**src/rtl/nbuf_pkg.sv**
```systemverilog
// Shared types and helpers for the N-way buffer rotation controller.
package nbuf_pkg;

  // Ownership state of one SRAM buffer.
  typedef enum logic [1:0] {
    BUF_FREE    = 2'd0,
    BUF_WRITING = 2'd1,
    BUF_READY   = 2'd2,
    BUF_READING = 2'd3
  } buf_state_e;

  localparam int MODE_LATEST   = 0;  // overflow reclaims the oldest READY buffer
  localparam int MODE_LOSSLESS = 1;  // overflow stalls the producer

  localparam int MAX_BUFS = 16;
  localparam int MAX_SEL  = 4;

  // One-hot decode of a buffer index; all-zero when the owner is absent.
  function automatic logic [MAX_BUFS-1:0] idx_to_onehot(input logic [MAX_SEL-1:0] idx,
                                                        input logic              en);
    logic [MAX_BUFS-1:0] oh;
    oh = '0;
    if (en) oh[idx] = 1'b1;
    return oh;
  endfunction

endpackage

```
**src/rtl/nbuf_control_if.sv**
```systemverilog
// Producer/consumer side of the buffer rotation controller: triggers in,
// buffer selects and status out.
interface nbuf_control_if #(
  parameter int NUM_BUFS = 3,
  parameter int SEL_W    = $clog2(NUM_BUFS),
  parameter int CNT_W    = 16
);
  logic                capture_trigger;
  logic                transmission_trigger;
  logic [SEL_W-1:0]    wr_sel;
  logic [NUM_BUFS-1:0] wr_onehot;
  logic                wr_valid;
  logic [SEL_W-1:0]    rd_sel;
  logic [NUM_BUFS-1:0] rd_onehot;
  logic                rd_valid;
  logic [SEL_W:0]      ready_count;
  logic [CNT_W-1:0]    loss_count;

  // Capture/transmit datapath side: raises triggers, consumes selects.
  modport master (
    output capture_trigger, transmission_trigger,
    input  wr_sel, wr_onehot, wr_valid, rd_sel, rd_onehot, rd_valid,
    input  ready_count, loss_count
  );

  // Controller side.
  modport slave (
    input  capture_trigger, transmission_trigger,
    output wr_sel, wr_onehot, wr_valid, rd_sel, rd_onehot, rd_valid,
    output ready_count, loss_count
  );
endinterface

```
**src/rtl/nbuf_index_fifo.sv**
```systemverilog
// Circular queue of buffer indices in completion order. Push and pop may
// happen in the same cycle; the caller never pushes when full or pops when
// empty.
module nbuf_index_fifo #(
  parameter int DEPTH = 3,
  parameter int W     = $clog2(DEPTH)
) (
  input  logic         clk,
  input  logic         reset,
  input  logic         push,
  input  logic [W-1:0] push_data,
  input  logic         pop,
  output logic [W-1:0] head,
  output logic [W:0]   count,
  output logic         empty
);

  logic [W-1:0] mem [DEPTH];
  logic [W-1:0] rd_ptr;
  logic [W-1:0] wr_ptr;

  function automatic logic [W-1:0] ptr_inc(input logic [W-1:0] p);
    return (p == W'(DEPTH - 1)) ? '0 : p + 1'b1;
  endfunction

  // Entry storage.
  // NOTE: the storage array has no reset; the pointers and count alone decide
  // which entries are live, so stale contents are never observed.
  always_ff @(posedge clk) begin
    if (push) mem[wr_ptr] <= push_data;
  end

  // Pointer and occupancy bookkeeping.
  always_ff @(posedge clk) begin
    if (reset) begin
      rd_ptr <= '0;
      wr_ptr <= '0;
      count  <= '0;
    end else begin
      if (push) wr_ptr <= ptr_inc(wr_ptr);
      if (pop)  rd_ptr <= ptr_inc(rd_ptr);
      case ({push, pop})
        2'b10:   count <= count + 1'b1;
        2'b01:   count <= count - 1'b1;
        default: ;
      endcase
    end
  end

  assign head  = mem[rd_ptr];
  assign empty = (count == '0);

endmodule

```
**src/rtl/nbuf_control.sv**
```systemverilog
// N-way buffer rotation controller: tracks FREE/WRITING/READY/READING
// ownership of NUM_BUFS buffers between one producer and one consumer.
module nbuf_control
  import nbuf_pkg::*;
#(
  parameter int NUM_BUFS = 3,
  parameter int SEL_W    = $clog2(NUM_BUFS),
  parameter int MODE     = MODE_LATEST,
  parameter int CNT_W    = 16
) (
  input  logic          clk,
  input  logic          reset,
  nbuf_control_if.slave bus
);

  buf_state_e          st_q [NUM_BUFS];
  buf_state_e          st_n [NUM_BUFS];
  logic [SEL_W-1:0]    wr_sel_q, wr_sel_n;
  logic [SEL_W-1:0]    rd_sel_q, rd_sel_n;
  logic                wr_valid_q, wr_valid_n;
  logic                rd_valid_q, rd_valid_n;
  logic [NUM_BUFS-1:0] wr_oh_q, rd_oh_q;
  logic [CNT_W-1:0]    loss_q, loss_n;
  logic                cap_q, tx_q;
  logic                cap_edge, tx_edge;
  logic                free_found;
  logic [SEL_W-1:0]    free_idx;
  logic                q_push, q_pop, q_empty;
  logic [SEL_W-1:0]    q_head;
  logic [SEL_W:0]      q_count;

  function automatic logic [CNT_W-1:0] sat_inc(input logic [CNT_W-1:0] v);
    return (&v) ? v : v + 1'b1;
  endfunction

  assign cap_edge = bus.capture_trigger & ~cap_q;
  assign tx_edge  = bus.transmission_trigger & ~tx_q;

  // Lowest-index FREE buffer, counting one released by this cycle's transmission edge.
  always_comb begin
    free_found = 1'b0;
    free_idx   = '0;
    for (int i = NUM_BUFS - 1; i >= 0; i--) begin
      if (st_q[i] == BUF_FREE || (tx_edge && rd_valid_q && rd_sel_q == SEL_W'(i))) begin
        free_found = 1'b1;
        free_idx   = SEL_W'(i);
      end
    end
  end

  // Ordered event processing: release, capture, consumer refill, producer refill.
  always_comb begin
    // NOTE: every variable written here gets a default first, so no path leaves
    // it unassigned and no latch is inferred.
    st_n       = st_q;
    wr_sel_n   = wr_sel_q;
    wr_valid_n = wr_valid_q;
    rd_sel_n   = rd_sel_q;
    rd_valid_n = rd_valid_q;
    loss_n     = loss_q;
    q_push     = 1'b0;
    q_pop      = 1'b0;

    if (tx_edge && rd_valid_q) begin
      st_n[rd_sel_q] = BUF_FREE;
      rd_valid_n     = 1'b0;
    end

    if (cap_edge) begin
      if (wr_valid_q) begin
        st_n[wr_sel_q] = BUF_READY;
        q_push         = 1'b1;
        if (free_found) begin
          st_n[free_idx] = BUF_WRITING;
          wr_sel_n       = free_idx;
        end else if (MODE == MODE_LATEST) begin
          // Queue holds at least two entries here, so the head is never the
          // buffer just completed.
          q_pop        = 1'b1;
          st_n[q_head] = BUF_WRITING;
          wr_sel_n     = q_head;
          loss_n       = sat_inc(loss_q);
        end else begin
          wr_valid_n = 1'b0;
        end
      end else begin
        loss_n = sat_inc(loss_q);
      end
    end

    if (!rd_valid_n && (q_push || !q_empty)) begin
      if (q_empty) begin
        // Hand the just-completed buffer straight to the consumer.
        rd_sel_n = wr_sel_q;
        q_push   = 1'b0;
      end else begin
        rd_sel_n = q_head;
        q_pop    = 1'b1;
      end
      st_n[rd_sel_n] = BUF_READING;
      rd_valid_n     = 1'b1;
    end

    if (MODE == MODE_LOSSLESS && !wr_valid_n && free_found) begin
      st_n[free_idx] = BUF_WRITING;
      wr_sel_n       = free_idx;
      wr_valid_n     = 1'b1;
    end
  end

  nbuf_index_fifo #(
    .DEPTH (NUM_BUFS),
    .W     (SEL_W)
  ) u_ready_q (
    .clk       (clk),
    .reset     (reset),
    .push      (q_push),
    .push_data (wr_sel_q),
    .pop       (q_pop),
    .head      (q_head),
    .count     (q_count),
    .empty     (q_empty)
  );

  // Ownership state, trigger history and registered outputs.
  always_ff @(posedge clk) begin
    // NOTE: state is updated with non-blocking assignments so every register
    // samples the values of the same clock edge, independent of statement order.
    if (reset) begin
      for (int i = 0; i < NUM_BUFS; i++) st_q[i] <= (i == 0) ? BUF_WRITING : BUF_FREE;
      wr_sel_q   <= '0;
      wr_valid_q <= 1'b1;
      rd_sel_q   <= '0;
      rd_valid_q <= 1'b0;
      wr_oh_q    <= NUM_BUFS'(1);
      rd_oh_q    <= '0;
      loss_q     <= '0;
      cap_q      <= 1'b1;
      tx_q       <= 1'b1;
    end else begin
      st_q       <= st_n;
      wr_sel_q   <= wr_sel_n;
      wr_valid_q <= wr_valid_n;
      rd_sel_q   <= rd_sel_n;
      rd_valid_q <= rd_valid_n;
      wr_oh_q    <= NUM_BUFS'(idx_to_onehot(MAX_SEL'(wr_sel_n), wr_valid_n));
      rd_oh_q    <= NUM_BUFS'(idx_to_onehot(MAX_SEL'(rd_sel_n), rd_valid_n));
      loss_q     <= loss_n;
      cap_q      <= bus.capture_trigger;
      tx_q       <= bus.transmission_trigger;
    end
  end

  assign bus.wr_sel      = wr_sel_q;
  assign bus.wr_onehot   = wr_oh_q;
  assign bus.wr_valid    = wr_valid_q;
  assign bus.rd_sel      = rd_sel_q;
  assign bus.rd_onehot   = rd_oh_q;
  assign bus.rd_valid    = rd_valid_q;
  assign bus.ready_count = q_count;
  assign bus.loss_count  = loss_q;

endmodule

```
**src/flat_wrapper.sv**
```systemverilog
// flat-port wrapper written by rule: the top's interface ports become plain ports
module nbuf_control_flat import nbuf_pkg::*;
#(
  parameter int NUM_BUFS = 3,
  parameter int SEL_W    = $clog2(NUM_BUFS),
  parameter int MODE     = MODE_LATEST,
  parameter int CNT_W    = 16
)
  (clk, reset, bus_capture_trigger, bus_transmission_trigger, bus_wr_sel, bus_wr_onehot, bus_wr_valid, bus_rd_sel, bus_rd_onehot, bus_rd_valid, bus_ready_count, bus_loss_count);
  nbuf_control_if #(.NUM_BUFS(NUM_BUFS), .SEL_W(SEL_W), .CNT_W(CNT_W)) bus_i ();
  input  logic clk;
  input  logic reset;
  input wire logic [$bits(bus_i.capture_trigger)-1:0] bus_capture_trigger;
  input wire logic [$bits(bus_i.transmission_trigger)-1:0] bus_transmission_trigger;
  output wire logic [$bits(bus_i.wr_sel)-1:0] bus_wr_sel;
  output wire logic [$bits(bus_i.wr_onehot)-1:0] bus_wr_onehot;
  output wire logic [$bits(bus_i.wr_valid)-1:0] bus_wr_valid;
  output wire logic [$bits(bus_i.rd_sel)-1:0] bus_rd_sel;
  output wire logic [$bits(bus_i.rd_onehot)-1:0] bus_rd_onehot;
  output wire logic [$bits(bus_i.rd_valid)-1:0] bus_rd_valid;
  output wire logic [$bits(bus_i.ready_count)-1:0] bus_ready_count;
  output wire logic [$bits(bus_i.loss_count)-1:0] bus_loss_count;
  assign bus_i.capture_trigger = bus_capture_trigger;
  assign bus_i.transmission_trigger = bus_transmission_trigger;
  assign bus_wr_sel = bus_i.wr_sel;
  assign bus_wr_onehot = bus_i.wr_onehot;
  assign bus_wr_valid = bus_i.wr_valid;
  assign bus_rd_sel = bus_i.rd_sel;
  assign bus_rd_onehot = bus_i.rd_onehot;
  assign bus_rd_valid = bus_i.rd_valid;
  assign bus_ready_count = bus_i.ready_count;
  assign bus_loss_count = bus_i.loss_count;
  nbuf_control #(.NUM_BUFS(NUM_BUFS), .SEL_W(SEL_W), .MODE(MODE), .CNT_W(CNT_W)) u_core (.clk(clk), .reset(reset), .bus(bus_i));
endmodule
```
**config.mk**
```make
export PLATFORM = sky130hd
export DESIGN_NAME = nbuf_control_flat
export DESIGN_NICKNAME = d
export VERILOG_FILES = /design/src/rtl/nbuf_pkg.sv /design/src/rtl/nbuf_control_if.sv /design/src/rtl/nbuf_index_fifo.sv /design/src/rtl/nbuf_control.sv /design/src/flat_wrapper.sv
export SDC_FILE = /design/constraint.sdc
export NUM_CORES = 1
export LEC_CHECK = 0
export CORE_ASPECT_RATIO = 0.9
export CORE_MARGIN = 2
export CORE_UTILIZATION = 27
export CTS_CLUSTER_SIZE = 24
export DETAILED_ROUTE_END_ITERATION = 6
export PLACE_DENSITY = 0.54
export SETUP_SLACK_MARGIN = 0.15
export SLEW_MARGIN = 10
export SYNTH_ARGS = -nofsm -noshare
export SYNTH_HDL_FRONTEND = slang
export SYNTH_HIERARCHICAL = 1
export SYNTH_SLANG_ARGS = --single-unit
export TNS_END_PERCENT = 1
```
**constraint.sdc**
```tcl
create_clock -name clk -period 2.9 [get_ports clk]
set_clock_uncertainty 0.2 [all_clocks]
set_input_delay 0.29 -clock clk [delete_from_list [all_inputs] [get_ports clk]]
set_output_delay 0.29 -clock clk [all_outputs]
set_load 0.02 [all_outputs]
```
==> out/metrics.yaml <==
antenna_found_initial: 0
arrival_ns: 2.58
portBuffers: 33
cts_hold_buf: 0
wl_met2_microns: 2470
hold_start: "u_core/bus.loss_count[14]"
grtUsageTotal_pct: 11.0
post-route-util_pct: 35.0
crit_path_max_fanout: 5
yosys_most_used_dff: "dfxtp_1"
placed_cell_area_sq_um: 3020
cts.path.max_buffers: 2
hold_slack_ns: 0.321
netlist_instances: 253
fmax_mhz: 395
ys_seq_elements: 50
synth_nets: 260
highest_layer: "met4"
final_cell_area_sq_um: 3170
coreArea_sq_um: 9040
min_period_ns: 2.53
powerDensity_nw_per_um2: 725
critPathLaunch: "bus_transmission_trigger"
drive_gt1_share_pct: 17.2
required_ns: 2.94
tightestPinTransition_ns: 0.609
start_kind: "primary input"
post-place-ws_ns: -0.0555
grt_pass1_wl_microns: 8790
setup_tns_ns: 0
drtAntennaViolNets: 0
rsz0062_at_grt: "no"
initial_core_util_pct: 27.5
grt_max_degree: 30
met3_length_microns: 201
grt_pass1_vias: 1830
synthArstFlopShare_pct: 0
cts_buffers: 5
max-slew-margin-rel_pct: 59.0
yosysTopAreaCellShare_pct: 35.4
worst_skew_pair.late_latency_ns: 0.30
post_drt_wl_per_cell_microns: 12.8
dp.final_hpwl_microns: 3900
syn_avg_cell_area_sq_um: 9.83
via_per_inst: 4.73
critPathCaptureType: "flip-flop"
critPathKind: "primary input to flip-flop"
syn_to_final_growth_pct: 27.4
layout_setup_ws_ns: 0.368
rows: 33
yosys.area.top_type: "dfxtp_1"
htree_levels: 2
outcome: "completed"
die_y_microns: 95.0
ir_worst_vdd_mv: 0.263
diodes: 0
synth_common_cells: "dfxtp_1 (44), nor2_1 (30), nand2_1 (15), xnor2_1 (12)"
ctsRootBufferMaster: "clkbuf_8"
synth_cell_types: 65
syn_area_sq_um: 2490
dr.pass1.iters: 4
wl_met1_microns: 2630
die_w_microns: 105
final_nets: 303
p_leak_nw: 1.08
hold_violations: 0
cts.sinks: 50
min_path_type: "flip-flop to flip-flop"
yosysSeqAreaShare_pct: 42.7
max-cap-violations: 0
cts_tree: "done"
synth_enable_flop_cells: 6
period_share_pct: 87.3
yosysMostFrequentCell: "dfxtp_1"
finalSetupViolCount: 0
clk_pin_slew_worst_paths_ns: 0.10
timing.rr.start: "u_core/bus.rd_valid"
drv_slew: 0
ioPinCount: 35
grt_overflow: 0
wirelength_microns: 5370
drtIter0Drc: 88
drc_errors: 0
place_congestion: 0.790
die-area_sq_um: 9990
synth.area.top_cells: "dfxtp_1 (35%), edfxtp_1 (7.2%), nor2_1 (4.5%)"
dr_total_vias: 1980
ys_warn_count: 6
[what timing repair did]
item,CTS,global route
gates resized for setup,0,2
endpoints found under the setup margin,0,1
buffers inserted,0,0
[flip-flops by register name (all words and copies together) (netlist names), named ones only]
register / flops
u_core/u_ready_q/rd_ptr: 2
u_core/u_ready_q/count: 3
u_core/cap_q: 1
u_core/bus.wr_sel: 2
u_core/bus.loss_count: 16
u_core/bus.rd_sel: 2
u_core/bus.rd_valid: 1
u_core/bus.rd_onehot: 3
u_core/u_ready_q/mem: 6
u_core/tx_q: 1
u_core/st_q: 6
u_core/bus.wr_onehot: 3
u_core/u_ready_q/wr_ptr: 2
[cell usage in the layout (no fill, tap or decap), types with 3 or more instances in the layout]
cell	count
nand2_1	15
nand2b_1	4
and3_1	9
a21oi_1	9
inv_1	9
nor3_1	7
or2_2	3
clkbuf_8	5
dfxtp_1	42
nor3b_1	4
edfxtp_1	6
nand4_1	3
nor4_2	6
nor2b_1	5
buf_4	13
clkdlybuf4s50_1	33
xnor2_1	12
a31oi_1	3
o21ai_0	8
mux2i_1	4
nand3_1	8
nor2_1	30
[critical path, stage by stage]
cell and delay [ns]:
clkdlybuf4s50_1 0.51, nand4bb_2 0.17, o2111ai_4 0.15, o22ai_2 0.23, ha_1 0.20, inv_1 0.06
fa_1 0.37, xor2_1 0.16, or3_1 0.30, a21oi_1 0.14
[area by class of cell]
cell class | count | area [sq um]
Inverter | 9 | 33.8
Sequential cell | 50 | 1060
Tap cell | 122 | 153
Timing Repair Buffer | 47 | 448
Clock inverter | 3 | 68.8
Clock buffer | 5 | 68.8
Multi-Input combinational cell | 183 | 1330
Fill cell | 904 | 5880
[where the power goes]
part	internal (mW)	switching (mW)	total, mW
Combinational	0.367	0.468	0.835
Sequential	0.793	0.0866	0.879
Clock	0.345	0.235	0.580
[routing by layer]
layer  GRT usage [%]  vias to the layer above
li1                -                      998
met1            14.9                      943
met2            17.6                       35
met3            2.32                        4
met4            3.67                        0
met5               0                        -
[kinds of logic (layout without fill, tap and decap cells)]
family                   after synthesis  after routing  synth area share, %
other                                  1              1                0.151
flip-flops                            50             50                 42.7
XOR/XNOR                              14             14                 4.93
AND/OR/NAND/NOR                      115            115                 30.3
AO/OA/AOI/OAI                         44             44                 13.2
buffers and inverters                 20             64                 4.23
adder cells (fa/ha/maj)                3              3                 1.81
multiplexers                           6              6                 2.67
[path summary, 6_finish.rpt]
| check | to | slack [ns] | cells after the start |
|---|---|---|---|
| worst max-delay path | u_core/u_ready_q/count[2] | 0.37 | 10 |
| worst max register to register | u_core/u_ready_q/count[2] | 0.40 | 9 |
| worst min register to register | u_core/bus.loss_count[14] | 0.32 | 1 |
| worst min-delay path | u_core/bus.loss_count[14] | 0.32 | 1 |
[metrics by stage]
step           instances  power [mW]
2_1_floorplan        253        1.44
3_3_place_gp         411        1.71
3_5_place_dp         411        1.71
5_1_grt              419        2.44
6_report             419        2.29
4_1_cts              419        2.30
No activity file was read; power rests on OpenSTA's default activity.
